`src/rtl/branch_predictor_if.sv`:
```
// Branch predictor port bundle: fetch-side lookup, EX-side resolution,
// and the redirect/flush response back to fetch.
// master = pipeline side, slave = predictor.
interface branch_predictor_if #(
  parameter int PC_W = 32
);
  logic [PC_W-1:0] if_pc;
  logic            pred_taken;
  logic [PC_W-1:0] pred_target;
  logic            ex_valid;
  logic [PC_W-1:0] ex_pc;
  logic            ex_taken;
  logic [PC_W-1:0] ex_target;
  logic            ex_pred_taken;
  logic [PC_W-1:0] ex_pred_target;
  logic            mispredict;
  logic [PC_W-1:0] redirect_pc;

  modport master (
    output if_pc, ex_valid, ex_pc, ex_taken, ex_target, ex_pred_taken, ex_pred_target,
    input  pred_taken, pred_target, mispredict, redirect_pc
  );

  modport slave (
    input  if_pc, ex_valid, ex_pc, ex_taken, ex_target, ex_pred_taken, ex_pred_target,
    output pred_taken, pred_target, mispredict, redirect_pc
  );
endinterface

```
`src/rtl/branch_predictor.sv`:
```
// Fetch-stage branch target buffer with 2-bit saturating direction counters.
// Lookup is combinational from if_pc; EX resolutions update the table on the
// next rising edge (no bypass). Mispredict/redirect are combinational in EX.
// Optional feature macro: BP_STATS_EN adds saturating resolved-branch and
// mispredict counters (stat_branches / stat_mispredicts).
module branch_predictor #(
  parameter int IDX_W = 4,
  parameter int PC_W  = 32
) (
  input  logic                 clk,
  input  logic                 rst_n,
  branch_predictor_if.slave    bp
`ifdef BP_STATS_EN
  ,
  output logic [31:0]          stat_branches,
  output logic [31:0]          stat_mispredicts
`endif
);

  localparam int DEPTH = 1 << IDX_W;
  localparam int TAG_W = PC_W - IDX_W - 2;

  logic [DEPTH-1:0] valid_q;
  logic [TAG_W-1:0] tag_q    [DEPTH];
  logic [PC_W-1:0]  target_q [DEPTH];
  logic [1:0]       ctr_q    [DEPTH];

  logic [IDX_W-1:0] if_idx, ex_idx;
  logic [TAG_W-1:0] if_tag, ex_tag;
  logic             if_hit, ex_hit;
  logic             pred_taken_c;
  logic             mispredict_c;

  // Word-aligned PCs: the byte-offset bits never participate in lookup.
  logic unused_pc_lsb;
  assign unused_pc_lsb = ^bp.if_pc[1:0];

  assign if_idx = bp.if_pc[IDX_W+1:2];
  assign if_tag = bp.if_pc[PC_W-1:IDX_W+2];
  assign ex_idx = bp.ex_pc[IDX_W+1:2];
  assign ex_tag = bp.ex_pc[PC_W-1:IDX_W+2];

  // Fetch lookup against current table contents (pre-update on same-cycle writes).
  always_comb begin
    if_hit       = valid_q[if_idx] && (tag_q[if_idx] == if_tag);
    pred_taken_c = if_hit && ctr_q[if_idx][1];
  end

  assign bp.pred_taken  = pred_taken_c;
  assign bp.pred_target = pred_taken_c ? target_q[if_idx] : '0;

  // EX resolution: wrong direction, or right direction but wrong taken target.
  always_comb begin
    ex_hit       = valid_q[ex_idx] && (tag_q[ex_idx] == ex_tag);
    mispredict_c = bp.ex_valid &&
                   ((bp.ex_taken != bp.ex_pred_taken) ||
                    (bp.ex_taken && bp.ex_pred_taken && (bp.ex_target != bp.ex_pred_target)));
  end

  // Fall-through is the default redirect so the bus is stable when not flushing.
  assign bp.mispredict  = mispredict_c;
  assign bp.redirect_pc = (mispredict_c && bp.ex_taken) ? bp.ex_target : bp.ex_pc + PC_W'(4);

  // Valid bits: only these need reset; a taken miss allocates the slot.
  always_ff @(posedge clk or negedge rst_n) begin
    if (!rst_n) begin
      valid_q <= '0;
    end else if (bp.ex_valid && !ex_hit && bp.ex_taken) begin
      valid_q[ex_idx] <= 1'b1;
    end
  end

  // Entry payload update: counter training on hits, fresh allocation on taken misses.
  always_ff @(posedge clk) begin
    if (bp.ex_valid) begin
      if (ex_hit) begin
        if (bp.ex_taken) begin
          if (ctr_q[ex_idx] != 2'b11) ctr_q[ex_idx] <= ctr_q[ex_idx] + 2'b01;
          target_q[ex_idx] <= bp.ex_target;
        end else begin
          if (ctr_q[ex_idx] != 2'b00) ctr_q[ex_idx] <= ctr_q[ex_idx] - 2'b01;
        end
      end else if (bp.ex_taken) begin
        tag_q[ex_idx]    <= ex_tag;
        target_q[ex_idx] <= bp.ex_target;
        ctr_q[ex_idx]    <= 2'b10;
      end
    end
  end

`ifdef BP_STATS_EN
  // Saturating event counters, visible the cycle after the event.
  always_ff @(posedge clk or negedge rst_n) begin
    if (!rst_n) begin
      stat_branches    <= '0;
      stat_mispredicts <= '0;
    end else begin
      if (bp.ex_valid && (stat_branches != 32'hFFFF_FFFF))
        stat_branches <= stat_branches + 32'd1;
      if (mispredict_c && (stat_mispredicts != 32'hFFFF_FFFF))
        stat_mispredicts <= stat_mispredicts + 32'd1;
    end
  end
`endif

endmodule

```
`src/flat_wrapper.sv`:
```
// flat-port wrapper written by rule: the top's interface ports become plain ports
module branch_predictor_flat 
#(
  parameter int IDX_W = 4,
  parameter int PC_W  = 32
)
  (clk, rst_n, bp_if_pc, bp_ex_valid, bp_ex_pc, bp_ex_taken, bp_ex_target, bp_ex_pred_taken, bp_ex_pred_target, bp_pred_taken, bp_pred_target, bp_mispredict, bp_redirect_pc);
  branch_predictor_if #(.PC_W(PC_W)) bp_i ();
  input  logic clk;
  input  logic rst_n;
  input wire logic [$bits(bp_i.if_pc)-1:0] bp_if_pc;
  input wire logic [$bits(bp_i.ex_valid)-1:0] bp_ex_valid;
  input wire logic [$bits(bp_i.ex_pc)-1:0] bp_ex_pc;
  input wire logic [$bits(bp_i.ex_taken)-1:0] bp_ex_taken;
  input wire logic [$bits(bp_i.ex_target)-1:0] bp_ex_target;
  input wire logic [$bits(bp_i.ex_pred_taken)-1:0] bp_ex_pred_taken;
  input wire logic [$bits(bp_i.ex_pred_target)-1:0] bp_ex_pred_target;
  output wire logic [$bits(bp_i.pred_taken)-1:0] bp_pred_taken;
  output wire logic [$bits(bp_i.pred_target)-1:0] bp_pred_target;
  output wire logic [$bits(bp_i.mispredict)-1:0] bp_mispredict;
  output wire logic [$bits(bp_i.redirect_pc)-1:0] bp_redirect_pc;
  assign bp_i.if_pc = bp_if_pc;
  assign bp_i.ex_valid = bp_ex_valid;
  assign bp_i.ex_pc = bp_ex_pc;
  assign bp_i.ex_taken = bp_ex_taken;
  assign bp_i.ex_target = bp_ex_target;
  assign bp_i.ex_pred_taken = bp_ex_pred_taken;
  assign bp_i.ex_pred_target = bp_ex_pred_target;
  assign bp_pred_taken = bp_i.pred_taken;
  assign bp_pred_target = bp_i.pred_target;
  assign bp_mispredict = bp_i.mispredict;
  assign bp_redirect_pc = bp_i.redirect_pc;
  branch_predictor #(.IDX_W(IDX_W), .PC_W(PC_W)) u_core (.clk(clk), .rst_n(rst_n), .bp(bp_i));
endmodule
```
`config.mk`:
```
export PLATFORM = sky130hd
export DESIGN_NAME = branch_predictor_flat
export DESIGN_NICKNAME = d
export VERILOG_FILES = /design/src/rtl/branch_predictor_if.sv /design/src/rtl/branch_predictor.sv /design/src/flat_wrapper.sv
export SDC_FILE = /design/constraint.sdc
export NUM_CORES = 1
export LEC_CHECK = 0
export ABC_AREA = 1
export BUFFER_PORTS_ARGS = -buffer_cell sky130_fd_sc_hd__buf_4
export CORE_MARGIN = 10
export CORE_UTILIZATION = 30
export CTS_CLUSTER_SIZE = 12
export DETAILED_ROUTE_END_ITERATION = 6
export PLACE_DENSITY_LB_ADDON = 0.2
export SETUP_SLACK_MARGIN = 0.4
export SYNTH_ARGS = -nofsm -noshare
export SYNTH_HDL_FRONTEND = slang
export SYNTH_SLANG_ARGS = --single-unit
```
`constraint.sdc`:
```
create_clock -name clk -period 6.8 [get_ports clk]
set_input_delay 0.34 -clock clk [delete_from_list [all_inputs] [get_ports clk]]
set_output_delay 0.34 -clock clk [all_outputs]
set_load 0.02 [all_outputs]
```
After elaboration in Yosys (flattened, before gate mapping)
Memory sizes are Yosys's and may differ from the RTL's.
Index checks and enable logic that the tools add are counted.
- input port bits: 133
- output and inout bits: 66
- latch bits: 0
- bits in registers: 16
- memory bits (read-only): 0
- memory bits (writable): 960
- memories kept: 3
- memories (name ; depth ; bits a word ; rd ports ; clocked after Yosys merged registers in ; wr ports ; line ; RTL):
    u_core.target_q ; 16 ; 32 ; 1 ; 0 ; 1 ; branch_predictor.sv:25 ; logic [PC_W-1:0] target_q [DEPTH];
    u_core.tag_q ; 16 ; 26 ; 2 ; 0 ; 1 ; branch_predictor.sv:24 ; logic [TAG_W-1:0] tag_q [DEPTH];
    u_core.ctr_q ; 16 ; 2 ; 2 ; 0 ; 1 ; branch_predictor.sv:26 ; logic [1:0] ctr_q [DEPTH];
- divide/modulo/power cells: 0
- multiply operators: 0
- reductions and logical operators: 13
- $add $sub $neg: 3
- shift-type cells: 0
- mux-type cells: 28
- magnitude comparators: 3
- equal/unequal tests: 5
- bitwise logic cells: 4
- operators by type and width (cell ; number):
    2-to-1 mux 32 bit ; 3
    == test 26 bit ; 2
    adder 32 x 3 -> 32 bit (second input constant) ; 1
    != test 32 bit ; 1
    2-to-1 mux 1 bit ; 20
    bitwise OR 16 bit ; 1
    logical AND 1 bit ; 10
    less-than comparator 4 x 5 -> 1 bit (second input constant) ; 2
    binary-select mux 1 bit (select 4 bit) ; 2
    demux 1 bit (select 4 bit) ; 1
    greater-or-equal comparator 4 x 1 -> 1 bit (second input constant) ; 1
    2-to-1 mux 2 bit ; 2
    bitwise OR 1 bit ; 3
    adder 2 x 1 -> 2 bit (second input constant) ; 1
    != test 2 bit (second input constant) ; 1
    nonzero test 2 bit ; 1
    subtractor 2 x 1 -> 2 bit (second input constant) ; 1
    logical NOT 1 bit ; 1
    logical OR 1 bit ; 1
    != test 1 bit ; 1

Logic depth before layout (Yosys ltp)
An unclocked memory read counts as a cell.
- word-level depth: 9
- depth in mapped cells: 19
- gate-level depth less buffers: 16

Least setup slack after synthesis
OpenSTA, ideal clock, no wires.
- path type: input to register
- start point: input port bp_ex_pc[3]
- end point: memory u_core.tag_q[10][0] (netlist name) (enable)
- slack: 3.407 ns
- data arrival time: 2.984 ns
- path buffers: 3
- required time: 6.391 ns
- stages on the path: 16
- cells stage by stage: buf_4 -> inv_2 -> clkbuf_1 -> o211ai_1 -> nand2_1 -> nand2_1 -> nand2_1 -> nor2_1 -> o21ai_0 -> nor2_1 -> nand3_1 -> nor2_1 -> nand2_1 -> nand2_1 -> buf_2 -> nor2_1
- word-level cells in the longest chain between the ends: 6
- ends and longest elaborated chain (item ; line ; RTL):
    start: declaration ; flat_wrapper.sv:13 ; input wire logic [$bits(bp_i.ex_pc)-1:0] bp_ex_pc;
    memory (16 x 26 bit) / binary-select mux 1 bit (select 4 bit) (equally long branches) ; -- ;
    == test 26 bit / 2-to-1 mux 1 bit (equally long branches) ; branch_predictor.sv:54 ; ex_hit = valid_q[ex_idx] && (tag_q[ex_idx] == ex_tag);
    logical AND 1 bit ; branch_predictor.sv:54 ;
    2-to-1 mux 1 bit ; branch_predictor.sv:76 ; if (ex_hit) begin
    2-to-1 mux 1 bit ; branch_predictor.sv:75 ; if (bp.ex_valid) begin
    2-to-1 mux 1 bit (implied by the code) ; branch_predictor.sv:84 ; tag_q[ex_idx] <= ex_tag;
    end: declaration ; branch_predictor.sv:24 ;
Parallel ways exist; a longest one is shown, timed or not. The select of a mux whose other input is x is not followed.

Worst setup path in the final report
- start point: input port bp_ex_target[12]
- end point: output port bp_redirect_pc[2]
- word-level cells in the longest chain between the ends: 6
- ends and longest elaborated chain (item ; line ; RTL):
    start: declaration ; flat_wrapper.sv:15 ; input wire logic [$bits(bp_i.ex_target)-1:0] bp_ex_target;
    != test 32 bit ; branch_predictor.sv:57 ; (bp.ex_taken && bp.ex_pred_taken && (bp.ex_target != bp.ex_pred_target)));
    logical AND 1 bit ; branch_predictor.sv:57 ;
    logical OR 1 bit ; branch_predictor.sv:56 ; ((bp.ex_taken != bp.ex_pred_taken) ||
    logical AND 1 bit ; branch_predictor.sv:55 ; mispredict_c = bp.ex_valid &&
    logical AND 1 bit ; branch_predictor.sv:62 ; assign bp.redirect_pc = (mispredict_c && bp.ex_taken) ? bp.ex_target : bp.ex_pc + PC_W'(4);
    2-to-1 mux 32 bit ; branch_predictor.sv:62 ;
    end: declaration ; flat_wrapper.sv:21 ; output wire logic [$bits(bp_i.redirect_pc)-1:0] bp_redirect_pc;
No other way between the ends.

==> impl_metrics.json <==
{
  "hp-class": "in2async",
  "synthCells": 4555,
  "synth_top_cell_area_share_pct": 62.8,
  "critPathLaunch": "bp_ex_target[12]",
  "ys_warn_count": 0,
  "critPathKind": "in2out",
  "cts_root_buffer": "clkbuf_16",
  "rows": 143,
  "avgSynthCellArea_sq_um": 10.1,
  "synth_flop_cell": "edfxtp_1",
  "synth_xor_area_share_pct": 1.09,
  "finalSetupTns_ps": 0,
  "syn-num-nets": 4693,
  "hold_viol": 0,
  "clock_latency_ps": 780,
  "worst_pin_slew_ps": 1380,
  "holdBufCountCts": 59,
  "worstSetupEndpointType": "output pin",
  "rsz0062_at_grt": "no",
  "drc": 0,
  "status": "finished clean",
  "drt-total-wl_mm": 169,
  "grt_max_degree": 195,
  "io_buffers": 196,
  "synth_top_family_by_area": "simple AND/OR/NAND/NOR gates",
  "dieArea_sq_um": 169000,
  "num-fill-cells": 15300,
  "ant_nets": 0,
  "multi_input_area_sq_um": 14300,
  "fin_crit_sh_pct": 83.5,
  "vias_per_cell": 5.22,
  "ioPinCount": 199,
  "critPathArrivalTime_ps": 5340,
  "clk_pin_slew_worst_paths_ps": 60,
  "synth.ff_latch_count": 976,
  "p_per_area_nw_per_um2": 261,
  "numClockSinks": 976,
  "skew_ps": 125,
  "syn2layout_area_growth_pct": 17.2,
  "synth_compound_area_share_pct": 13.2,
  "drive_above_1_share_pct": 10.4,
  "period_needed_ps": 5680,
  "dp_hpwl_mm": 98.7,
  "cp-start-kind": "input port",
  "start_util_pct": 30.2,
  "cts_max_path_buffers": 3,
  "dieHeight_um": 411,
  "worstPathRequired_ps": 6460,
  "synth_simple_gate_area_share_pct": 16.0,
  "fmax_mhz": 176,
  "hold_slack_ps": 119,
  "synth_fa_ha_area_share_pct": 0.136,
  "slew_viol_final": 0,
  "grt_pass1_wl_mm": 242,
  "ys_async_sr_fraction_pct": 1.64,
  "crit_path_max_fanout": 33,
  "synth.top_cells.by_count": "nand2_1, edfxtp_1, a21oi_1, inv_1, o21ai_0",
  "drt_pass1_iterations": 6,
  "grt_usage_pct": 19.3,
  "synth_edf_count": 960,
  "numCtsBuffers": 113,
  "place_congestion": 0.858,
  "yosys-mux-area-fraction_pct": 0,
  "r2r_start": "u_core.tag_q[12][1]$_DFFE_PP_",
  "post-synth-top-count-cell": "nand2_1",
  "fin_total_pwr_mw": 14.0,
  "core_area_sq_um": 152000,
  "synthesis.area_sq_um": 45900,
  "cts_max_level": 3,
  "grt_overflow": 0,
  "vias": 35600,
  "synth_top_cell_by_area": "edfxtp_1",
  "slew_headroom_pct": 7.68,
  "area.sequential_sq_um": 29200,
  "worst_ir_drop_vdd_mv": 0.223,
  "yosysSeqAreaShare_pct": 63.7,
  "drtIter0Drc": 3444,
  "nets": 4840,
  "post-cts-setup-buffers": 0,
  "grt_pass1_vias": 33800,
  "fp.dieW_um": 411,
  "setup_violations": 0,
  "route.detailed.wl_per_inst_um": 24.8,
  "yosysUniqueCellTypes": 42,
  "cts_tree": "done",
  "p_leak_nw": 19.9,
  "antenna_found_initial": 12,
  "ctsResizeCount": 0,
  "synthTopCellsByArea": "edfxtp_1, nand2_1, a21oi_1",
  "drv_cap": 0
}
sequential cells by signal, indices dropped and copies added (netlist names):
signal,cells
u_core.valid_q,16
u_core.target_q,512
u_core.tag_q,416
u_core.ctr_q,32
stage by stage:
step | util [%] | std cells | instance area [sq um] | setup slack [ps]
after global placement | 32.6 | 6558 | 49600 | 1540
after CTS | 35.4 | 6826 | 53800 | 1170
final | 35.4 | 6827 | 53800 | 1120
after detailed placement | 32.6 | 6558 | 49600 | 1600
after floorplan | - | 4555 | 45900 | 3410
after global routing | 35.4 | 6826 | 53800 | 908
worst paths after layout:
check	cells past startpoint	endpoint	slack, ps
hold / removal	2	u_core.valid_q[9]$_DFFE_PN0P_	120
hold reg to reg	2	u_core.valid_q[10]$_DFFE_PN0P_	480
max in group asynchronous	2	u_core.valid_q[2]$_DFFE_PN0P_	6450
min in group clk	5	u_core.valid_q[15]$_DFFE_PN0P_	320
setup / recovery	11	bp_redirect_pc[2]	1120
setup reg to reg	17	u_core.tag_q[1][3]$_DFFE_PP_	3000
cell usage in the layout, fill, tap and decap left out, drive strengths merged, types with 8 or more instances in the layout:
master and count:
o31ai 33, dlygate4sd3 59, xor2 28, clkinv 55, edfxtp 960, a221oi 117
nand2 1177, nor2 284, nor3 44, nand4 15, clkbuf 141, a21oi 442
o22ai 8, dfrtp 16, a31oi 8, o211ai 113, inv 359, xnor2 29
o21ai 310, buf 278, nand3 275
cell families (layout without fill, tap and decap cells):
| family | count (synthesis) | after routing |
|---|---|---|
| other | 0 | 1 |
| AOI/OAI and AO/OA | 1043 | 1043 |
| and+or+nand+nor | 1812 | 1812 |
| adders and majority gates | 5 | 5 |
| xor gates and xnor gates | 57 | 57 |
| buffers and inverters | 662 | 903 |
| DFF | 976 | 976 |
worst max-delay path, cell delays in order:
cell and delay, ps:
dlygate4sd3_1 530, buf_4 310, or2_2 180, o2111ai_1 330, nor3_2 710, nand3_1 190, a21o_1 690, nand2_2 910
nor2_1 160, a21oi_1 650, buf_4 270
per-layer routing:
metal / routed length, um / GRT usage (%) / share of wire (%) / vias up
met5: 24 / 0 / 0.014 / -
met3: 12100 / 3.10 / 7.2 / 239
met4: 4500 / 5.63 / 2.7 / 4
li1: - / - / - / 16300
met2: 76200 / 30.1 / 45 / 1319
met1: 76300 / 27.5 / 45 / 17800
power by group:
group	internal (mW)	switching, mW	leakage, nW	total, mW
combinational	0.392	1.01	9.35	1.40
clock	3.32	2.60	1.73	5.92
sequential	6.69	0.0238	8.80	6.72
final cells by class:
class / instances / area share [%]
Sequential cell: 976 / 54.3
Tap cell: 2030 / 4.72
Antenna cell: 1 / 0.00465
Clock buffer: 141 / 5.49
Clock inverter: 68 / 1.17
Multi-Input combinational cell: 2917 / 26.5
Inverter: 357 / 2.53
Timing Repair Buffer: 337 / 5.24
No activity file was read; power rests on OpenSTA's default activity.
